--- config.mk ---
export PLATFORM = sky130hd
export DESIGN_NAME = psg_stereo_mixer
export DESIGN_NICKNAME = d
export VERILOG_FILES = /design/src/rtl/psg_stereo_mixer.sv
export SDC_FILE = /design/constraint.sdc
export NUM_CORES = 1
export LEC_CHECK = 0
export CAP_MARGIN = 20
export CORE_AREA = 2 2 81 161
export CTS_BUF_LIST = sky130_fd_sc_hd__clkbuf_4
export DETAILED_ROUTE_END_ITERATION = 10
export DIE_AREA = 0 0 83 163
export GPL_TIMING_DRIVEN = 0
export HOLD_SLACK_MARGIN = 0.15
export PLACE_DENSITY = 0.77
export SETUP_SLACK_MARGIN = 0.15
export SYNTH_ARGS = -nofsm -noshare
export SYNTH_HDL_FRONTEND = slang
export SYNTH_SLANG_ARGS = --single-unit
--- constraint.sdc ---
create_clock -name clk -period 3.1 [get_ports clk]
set_input_delay 0.775 -clock clk [delete_from_list [all_inputs] [get_ports clk]]
set_output_delay 0.775 -clock clk [all_outputs]
set_load 0.02 [all_outputs]
--- src/rtl/psg_stereo_mixer.sv ---
// ============================================================================
//  Module   : psg_stereo_mixer
//  Purpose  : Mixes three PSG channels plus beeper bits into stereo 10-bit PCM
//             and drives a first-order sigma-delta bitstream per channel.
//  Revision : 1.0 - initial release
// ============================================================================
`default_nettype none

module psg_stereo_mixer #(
    parameter int EAR_LEVEL = 192,
    parameter int MIC_LEVEL = 32
) (
    input  logic       clk,
    input  logic       rst_n,
    input  logic       clken,
    input  logic [7:0] channel_a,
    input  logic [7:0] channel_b,
    input  logic [7:0] channel_c,
    input  logic       ear,
    input  logic       mic,
    input  logic [1:0] mode,
    output logic [9:0] left_pcm,
    output logic [9:0] right_pcm,
    output logic       pcm_valid,
    output logic       dac_l,
    output logic       dac_r,
    output logic       overrun
);

    typedef enum logic [1:0] {
        IDLE   = 2'd0,
        SUM_L  = 2'd1,
        SUM_R  = 2'd2,
        COMMIT = 2'd3
    } state_t;

    localparam logic [10:0] c_ear_level = 11'(EAR_LEVEL);
    localparam logic [10:0] c_mic_level = 11'(MIC_LEVEL);

    state_t      r_state;
    logic [7:0]  r_a, r_b, r_c;
    logic        r_ear, r_mic;
    logic [1:0]  r_mode;
    logic [10:0] r_acc_l, r_acc_r;
    logic [10:0] r_sd_l, r_sd_r;

    logic [10:0] w_a, w_b, w_c, w_bp, w_sum_l, w_sum_r;

    assign w_a  = {3'b000, r_a};
    assign w_b  = {3'b000, r_b};
    assign w_c  = {3'b000, r_c};
    assign w_bp = (r_ear ? c_ear_level : 11'd0) + (r_mic ? c_mic_level : 11'd0);

    always_comb begin
        w_sum_l = w_bp;
        w_sum_r = w_bp;
        case (r_mode)
            2'b00: begin
                w_sum_l = (w_a << 1) + w_b + w_bp;
                w_sum_r = (w_c << 1) + w_b + w_bp;
            end
            2'b01: begin
                w_sum_l = (w_a << 1) + w_c + w_bp;
                w_sum_r = (w_b << 1) + w_c + w_bp;
            end
            2'b10: begin
                w_sum_l = w_a + w_b + w_c + w_bp;
                w_sum_r = w_a + w_b + w_c + w_bp;
            end
            default: begin
                w_sum_l = w_bp;
                w_sum_r = w_bp;
            end
        endcase
    end

    // Strobes arriving outside IDLE (COMMIT included) are dropped and flagged.
    always_ff @(posedge clk or negedge rst_n) begin
        if (!rst_n) begin
            r_state   <= IDLE;
            r_a       <= '0;
            r_b       <= '0;
            r_c       <= '0;
            r_ear     <= 1'b0;
            r_mic     <= 1'b0;
            r_mode    <= '0;
            r_acc_l   <= '0;
            r_acc_r   <= '0;
            left_pcm  <= '0;
            right_pcm <= '0;
            pcm_valid <= 1'b0;
            overrun   <= 1'b0;
        end else begin
            pcm_valid <= 1'b0;
            if (clken && (r_state != IDLE))
                overrun <= 1'b1;
            case (r_state)
                IDLE: begin
                    if (clken) begin
                        r_a     <= channel_a;
                        r_b     <= channel_b;
                        r_c     <= channel_c;
                        r_ear   <= ear;
                        r_mic   <= mic;
                        r_mode  <= mode;
                        r_state <= SUM_L;
                    end
                end
                SUM_L: begin
                    r_acc_l <= w_sum_l;
                    r_state <= SUM_R;
                end
                SUM_R: begin
                    r_acc_r <= w_sum_r;
                    r_state <= COMMIT;
                end
                COMMIT: begin
                    left_pcm  <= r_acc_l[10] ? 10'h3FF : r_acc_l[9:0];
                    right_pcm <= r_acc_r[10] ? 10'h3FF : r_acc_r[9:0];
                    pcm_valid <= 1'b1;
                    r_state   <= IDLE;
                end
                default: r_state <= IDLE;
            endcase
        end
    end

    // The carry out of the 10-bit phase is the bitstream; it fires P times per 1024 clocks.
    always_ff @(posedge clk or negedge rst_n) begin
        if (!rst_n) begin
            r_sd_l <= '0;
            r_sd_r <= '0;
        end else begin
            r_sd_l <= {1'b0, r_sd_l[9:0]} + {1'b0, left_pcm};
            r_sd_r <= {1'b0, r_sd_r[9:0]} + {1'b0, right_pcm};
        end
    end

    assign dac_l = r_sd_l[10];
    assign dac_r = r_sd_r[10];

endmodule

`default_nettype wire
# After elaboration in Yosys (flattened, before gate mapping)
# Index checks and enable logic that the tools add are counted.
[totals]
register_bits = 96
input_bits = 31
out_inout_bits = 24
elab_cells = 49
[op_classes]
add_sub_neg = 14
eq_ne = 6
muxes = 9
n_reduce_logical = 5
[op_table]
columns = ["operator", "n"]
rows = [
  ["$pmux W11 S3", 2],
  ["$add A10 B9 Y11", 5],
  ["$add A9 B8 Y10", 5],
  ["$add A10 B10 Y11", 2],
  ["$mux W10", 2],
  ["$add A8 B6 Y9", 1],
  ["$add A8 B8 Y9", 1],
  ["$mux W8", 1],
  ["$pmux W2 S4", 1],
  ["$eq A2 B2 Y1 const B", 3],
  ["$mux W6", 1],
  ["$eq A2 B1 Y1 const B", 2],
  ["$logic_not A2 Y1", 2],
  ["$mux W2", 1],
  ["$ne A2 B2 Y1 const B", 1],
  ["$reduce_and A2 Y1", 1],
  ["$reduce_bool A2 Y1", 1],
  ["$logic_and A1 B1 Y1", 1],
  ["$mux W1", 1],
]

# Depth between registers and ports, before layout
[depth]
word_depth = 4
ltp_mapped = 12
depth_no_buf = 12

# Worst setup path after synthesis
# Ideal clock, no wire load.
[synth_timing]
path_type = "reg2reg"
startpoint = "reg r_a[2]"
endpoint = "reg r_acc_r[8]"
setup_ns = 0.146
arrival_time_ns = 2.872
t_required_ns = 2.954
path_slack_ns = 0.082
stages_incl_launch_ff = 12
n_path_buf = 0
synth_period_minus_slack_ns = 3.018
path_cell_list = "dfrtp_1 -> inv_1 -> fa_1 -> inv_1 -> ha_1 -> ha_1 -> fa_1 -> a211oi_1 -> nor2_1 -> a221o_1 -> a2111oi_0 -> a311oi_1"
[synth_between]
elab_chain_len = 4
[synth_rtl]
columns = ["item", "line_no", "source"]
rows = [
  ["start, declared", "41", "logic [7:0] r_a, r_b, r_c;"],
  ["start signal, assigned", "100", "r_a <= channel_a;"],
  ["$add A8 B8 Y9", "68", "w_sum_r = w_a + w_b + w_c + w_bp;"],
  ["$add A9 B8 Y10", "68", ""],
  ["$add A10 B9 Y11", "68", ""],
  ["$pmux W11 S3", "57", "case (r_mode)"],
  ["end signal, assigned", "114", "r_acc_r <= w_sum_r;"],
  ["end, declared", "44", "logic [10:0] r_acc_l, r_acc_r;"],
]
# Every way passes these cells.
# A chain may end at the register's enable or synchronous reset.

# Worst setup path after layout
[layout_timing]
startpoint = "reg r_c[2]"
endpoint = "reg r_acc_l[8]"
[layout_between]
elab_chain_len = 3
elab_cells_between_ends = 5
cone_classes = "add/sub: 4; mux: 1"
[layout_rtl]
columns = ["item", "line_no", "source"]
rows = [
  ["start, declared", "41", ""],
  ["start signal, assigned", "102", "r_c <= channel_c;"],
  ["$add A9 B8 Y10 (on tied branches)", "67, 63", ""],
  ["$add A10 B9 Y11 (on tied branches)", "67, 63", ""],
  ["$pmux W11 S3 *", "57", ""],
  ["end signal, assigned", "110", "r_acc_l <= w_sum_l;"],
  ["end, declared", "44", ""],
]
# Every way passes the cells marked *; elsewhere a longest branch is shown, timed or not.

==> out/qor.yml <==
outcome: "finished, violations left"
violations: "setup timing"
gr-usage-met1_pct: 29.3
worstMarginPinSlew_ns: 0.754
ys_seq_area_share_pct: 35.6
dpl.hpwl_um: 11900
min_path_type: "in -> async"
wirelength_um: 15700
syn_to_final_growth_pct: 17.6
cts-buffers-inserted: 9
synth_top_area_share_pct: 35.6
drc: 0
synthCells: 638
synth_edf_count: 0
ys.flop_type: "dfrtp_1"
htree_num_levels: 3
dieArea_sq_um: 13500
netlist_area_sq_um: 6620
startpoint_type: "flip-flop"
yosys.cell_count.top_type: "dfrtp_1"
setup_viol: 1
n_fill_cell: 1041
drv_slew: 0
finalHoldViolations: 0
async_flop_share_pct: 100
root_buffer: "clkbuf_4"
grt-busiest-layer: "met2"
synth_fp_nets: 778
ant_nets: 0
clkTransAtPathRegs_ns: 0.16
rows: 58
drt-initial-drc-count: 278
clock.fmax_mhz: 322
fin_skew_ns: 0.0257
synth_top_area_cell: "dfrtp_1"
yosysWarnings: 0
nets: 863
ios: 55
slowest_stage: "fa_1"
startpoint: "r_c[2]"
setup_ws_ns: -0.00181
grt_use_total_pct: 24.6
fin_crit_sh_pct: 100
rsz0062_at_grt: "true"
clock_latency_ns: 0.48
period_needed_ns: 3.10
die_width_um: 83
worstPathCellList: "inv_2, fa_1, inv_2, ha_4, ha_4, fa_2, a211oi_2, nor2_2, a221o_1, buf_4, mux2i_1, o211ai_1"
cts_sinks: 94
num_vias: 5039
port_buffers: 54
worstPathRequired_ns: 3.45
synthTopCellsByArea: "dfrtp_1 (36%), ha_1 (15%), fa_1 (9.1%)"
gr-usage-met3_pct: 2.89
drv_cap: 0
die_h_um: 163
cp_slowest_stage_delay_ns: 0.56
grtUsageMet2_pct: 43.2
maxSlewHeadroom_pct: 49.8
worst_r2r_path_depth: 12
r2r-end: "r_acc_l[8]"
core-area_sq_um: 12400
worst-path-stages: 12
worst-path-max-fanout: 4
r2r_setup_slack_ns: -0.002
clock_path_buffers: 2
viasPerCell: 5.73
critical_path.endpoint: "r_acc_l[8]"
crit_family: "adder cells"
cts_tree: "built"
crit_type: "reg -> reg"
drt_pass1_iterations: 4
worstSetupEndpointType: "flip-flop"
antenna_found_initial: 1
grt_pass1_vias: 5367
grt_max_degree: 73
wl_per_cell_um: 17.9
start_util_pct: 53.3
pre_cts_ws_ns: -0.106
r2r_start: "r_c[2]"
gp_congestion: 0.920
synth.distinct_cells: 49
synth_area_per_cell_sq_um: 10.4
critPathBufInv: 3
overflow: 0
multi_input_area_sq_um: 4100
arrival_ns: 3.45
ys_top_cells_by_count: "dfrtp_1 (94), ha_1 (79), inv_1 (63)"
grt_pass1_wl_um: 26200
final.setup.tns_ns: -0.00181
ys_ff_latch: 94
drive_above_1_share_pct: 16.8
seqCellArea_sq_um: 2360
-- sequential cells by signal, indices dropped and copies added (netlist names) --
signal,cells
right_pcm,10
r_ear,1
overrun,1
r_b,8
r_mode,2
r_c,8
r_sd_l,11
r_acc_l,10
left_pcm,10
r_sd_r,11
r_mic,1
pcm_valid,1
r_acc_r,10
r_a,8
r_state,2
-- kinds of logic (layout without fill, tap and decap cells) --
logic type               after synthesis  after routing  synth area share [%]
buffers and inverters                 78            168                  4.44
AND/OR/NAND/NOR                      123            123                  8.72
flip-flops                            94             94                  35.6
AO/OA/AOI/OAI                        157            157                  15.2
multiplexers                          53             53                  8.89
other                                  0              1                     0
adder cells (fa/ha/maj)              109            109                  24.0
XOR/XNOR                              24             24                  3.18
-- cell usage in the layout, fill, tap and decap left out, types with 4 or more instances in the layout --
| master | netlist | final |
|---|---|---|
| nand2_1 | 18 | 18 |
| a21o_1 | 10 | 10 |
| mux2_2 | 46 | 46 |
| buf_4 | 0 | 20 |
| mux2i_1 | 7 | 7 |
| clkbuf_4 | 0 | 9 |
| inv_1 | 63 | 59 |
| o211ai_1 | 5 | 5 |
| o21a_1 | 7 | 7 |
| a21oi_1 | 43 | 42 |
| dfrtp_1 | 94 | 84 |
| a211oi_1 | 16 | 13 |
| nor3_1 | 9 | 9 |
| xnor2_1 | 20 | 20 |
| nor2b_1 | 8 | 8 |
| ha_1 | 79 | 73 |
| inv_6 | 0 | 4 |
| nand3_1 | 8 | 8 |
| xor2_1 | 4 | 4 |
| clkdlybuf4s50_1 | 0 | 53 |
| fa_1 | 30 | 29 |
| dfrtp_2 | 0 | 10 |
| inv_2 | 0 | 4 |
| nor2_1 | 54 | 53 |
| o21ai_0 | 45 | 41 |
| ha_4 | 0 | 5 |
| nand2b_1 | 13 | 13 |
| a211oi_2 | 2 | 5 |
| o21ai_1 | 0 | 4 |
| clkbuf_1 | 11 | 11 |
-- layer usage --
layer,vias to the layer above,wire (um),share of wire (%)
li1,2427,-,-
met1,2456,6440,41
met2,113,8110,52
met3,43,431,2.7
met4,0,713,4.5
met5,-,0,0
-- layout make-up --
cell class | instances | area share (%)
Tap cell | 150 | 2.41
Buffer | 15 | 0.740
Inverter | 63 | 3.04
Timing Repair Buffer | 74 | 9.10
Antenna cell | 1 | 0.0322
Clock inverter | 7 | 0.756
Sequential cell | 94 | 30.4
Clock buffer | 9 | 0.868
Multi-Input combinational cell | 466 | 52.7
-- what timing repair did --
action	CTS	global route
hold buffers	0	0
resized for setup	22	13
setup endpoints to repair	8	9
buffers inserted	14	5
pin swaps	7	14
-- stage by stage --
stage | cells | area [sq um] | utilization, % | hold slack (ns)
2_1_floorplan | 638 | 6630 | - | 0.443
3_3_place_gp | 842 | 7350 | 59.3 | 0.442
3_5_place_dp | 843 | 7380 | 59.5 | 0.447
4_1_cts | 873 | 7700 | 62.0 | 0.166
5_1_grt | 879 | 7780 | 62.7 | 0.185
6_report | 879 | 7780 | 62.7 | 0.172
-- how the worst min path moves through the flow --
stage	slack (ns)	to	startpoint	cells after the start
floorplan	0.44	r_sd_l[0]	r_sd_l[0]	1
finish	0.17	r_c[2]	rst_n	1
global route	0.19	r_mic	rst_n	1
detailed placement	0.45	overrun	overrun	1
global placement	0.44	overrun	overrun	1
CTS	0.17	r_a[7]	rst_n	1
Power is left out: the tool's default activity adds up to more than one toggle a clock period on the data nets, which glitch-free logic cannot reach.
==> RTL edit, RTL diff (same flow settings) <==
Re-encode `state_t` (4 states) as one-hot, 4 bits wide.
--- a/src/rtl/psg_stereo_mixer.sv
+++ b/src/rtl/psg_stereo_mixer.sv
@@ -29,7 +29,7 @@
 
-    typedef enum logic [1:0] {
-        IDLE   = 2'd0,
-        SUM_L  = 2'd1,
-        SUM_R  = 2'd2,
-        COMMIT = 2'd3
+    typedef enum logic [3:0] {
+        IDLE   = 4'b0001,
+        SUM_L  = 4'b0010,
+        SUM_R  = 4'b0100,
+        COMMIT = 4'b1000
     } state_t;
Function: no difference found for any inputs over 4 cycles, from zero or initial values and one cycle with rst_n low; so few cycles prove little.
==> RTL edit against the unedited design <==
- cell area decreased by 0.63%
- largest cell class unchanged
- routed wire length decreased by 4.4%
- setup slack improved by 0.064 ns
- fmax increased by 2.1%
- worst hold slack improved by 0.027 ns
- sequential cell count increased by 2
- synthesized area decreased by 0.45%
- critical endpoint is now r_acc_r[9]
Power is not shown: default switching activity piles up to over one toggle a cycle in this logic, so the estimate is an artifact.
==> RTL edit: results (changes against the unedited design) <==
status=finished, final reports clean; routability congestion estimate=0.878 (-4.6%); global-route wire length before repair=25600 um (-2.5%); DP Area=7350 sq um (-0.36%); nets=879 (+1.9%); DR pass1 iterations=5 (+1); non-clock inverter count in the final layout=70 (+11%); minimum clock period after layout=3.04 ns (-0.0639 ns); R2R depth=11 (-1); GR Util met1=28.8% (-0.50 points); DP Wirelength=11700 um (-1.6%); final instance area=7730 sq um (-0.63%); reg-to-reg setup timing slack=0.06 ns (+0.06 ns); DP Worst Slack=-0.246 ns (-0.140 ns); share of layout cells above drive strength 1=15.2% (-1.5 points); wire per inst=16.7 um (-6.5%); complex-gate fraction of the synthesized area=16.4% (+1.2 points); worst rel slew slack=59.7% (+9.9 points); clkbuf count=10 (+1); syn avg cell area=10.0 sq um (-3.3%); Signal buf overhead=10.3% (+0.50 points); CP endpoint=r_acc_r[9]; top post-synthesis cells by area=dfrtp_1 36%, ha_1 14%, fa_1 9.1%, o21ai_0 4.3%, nand2_1 4.1%; GRT met2 Usage=41.8% (-1.4 points); gr usage total=23.7% (-0.87 points); Synth Area in Adders=23.4% (-0.65 points); area of the multi-input gates=3940 sq um (-3.8%); syn nets=793 (+1.9%); final-layout clock-cell area share=1.63% (+0.010 points); final wirelength=15000 um (-4.4%); Metal-1 WL=6240 um (-3.2%); Fill cells=1024 (-1.6%); Seq/Total Area, Yosys=36.5% (+0.94 points); multiplexer share of the synthesized area=4.22% (-4.7 points); DR WL met2=7720 um (-4.9%); vias after detailed routing=5095 (+1.1%); #MultiIn Comb=476 (+2.1%); routing usage on met3=2.74% (-0.15 points); R2R Path Start=r_b[5]; fraction of area in registers=31.2% (+0.81 points)
## RTL edit: changes by cell type in the layout (fill, tap and decap cells not counted), moves of 6 or more
cell | unedited run | this run
xor2_1 | 4 | 10
nand2_1 | 18 | 71
mux2_2 | 46 | 18
clkbuf_1 | 11 | 5
nor2_1 | 53 | 40
nand2b_1 | 13 | 5
o21ai_0 | 41 | 56
nand3_1 | 8 | 2
a21oi_1 | 42 | 27
## RTL edit: kinds of logic after synthesis
family                     count (synthesis)
DFF                                       96
xor gates and xnor gates                  26
adders and majority gates                105
and+or+nand+nor                          154
buffers and inverters                     85
muxes                                     25
AOI/OAI and AO/OA                        166
## RTL edit: worst max-delay path: stages, from the launching register on
cell and delay (ns):
dfrtp_1 0.40, inv_2 0.05, fa_1 0.54, inv_1 0.05, fa_1 0.54, ha_4 0.22
buf_4 0.15, nand4b_1 0.17, a21boi_2 0.10, o31ai_4 0.25, o221ai_2 0.17, mux2_4 0.28
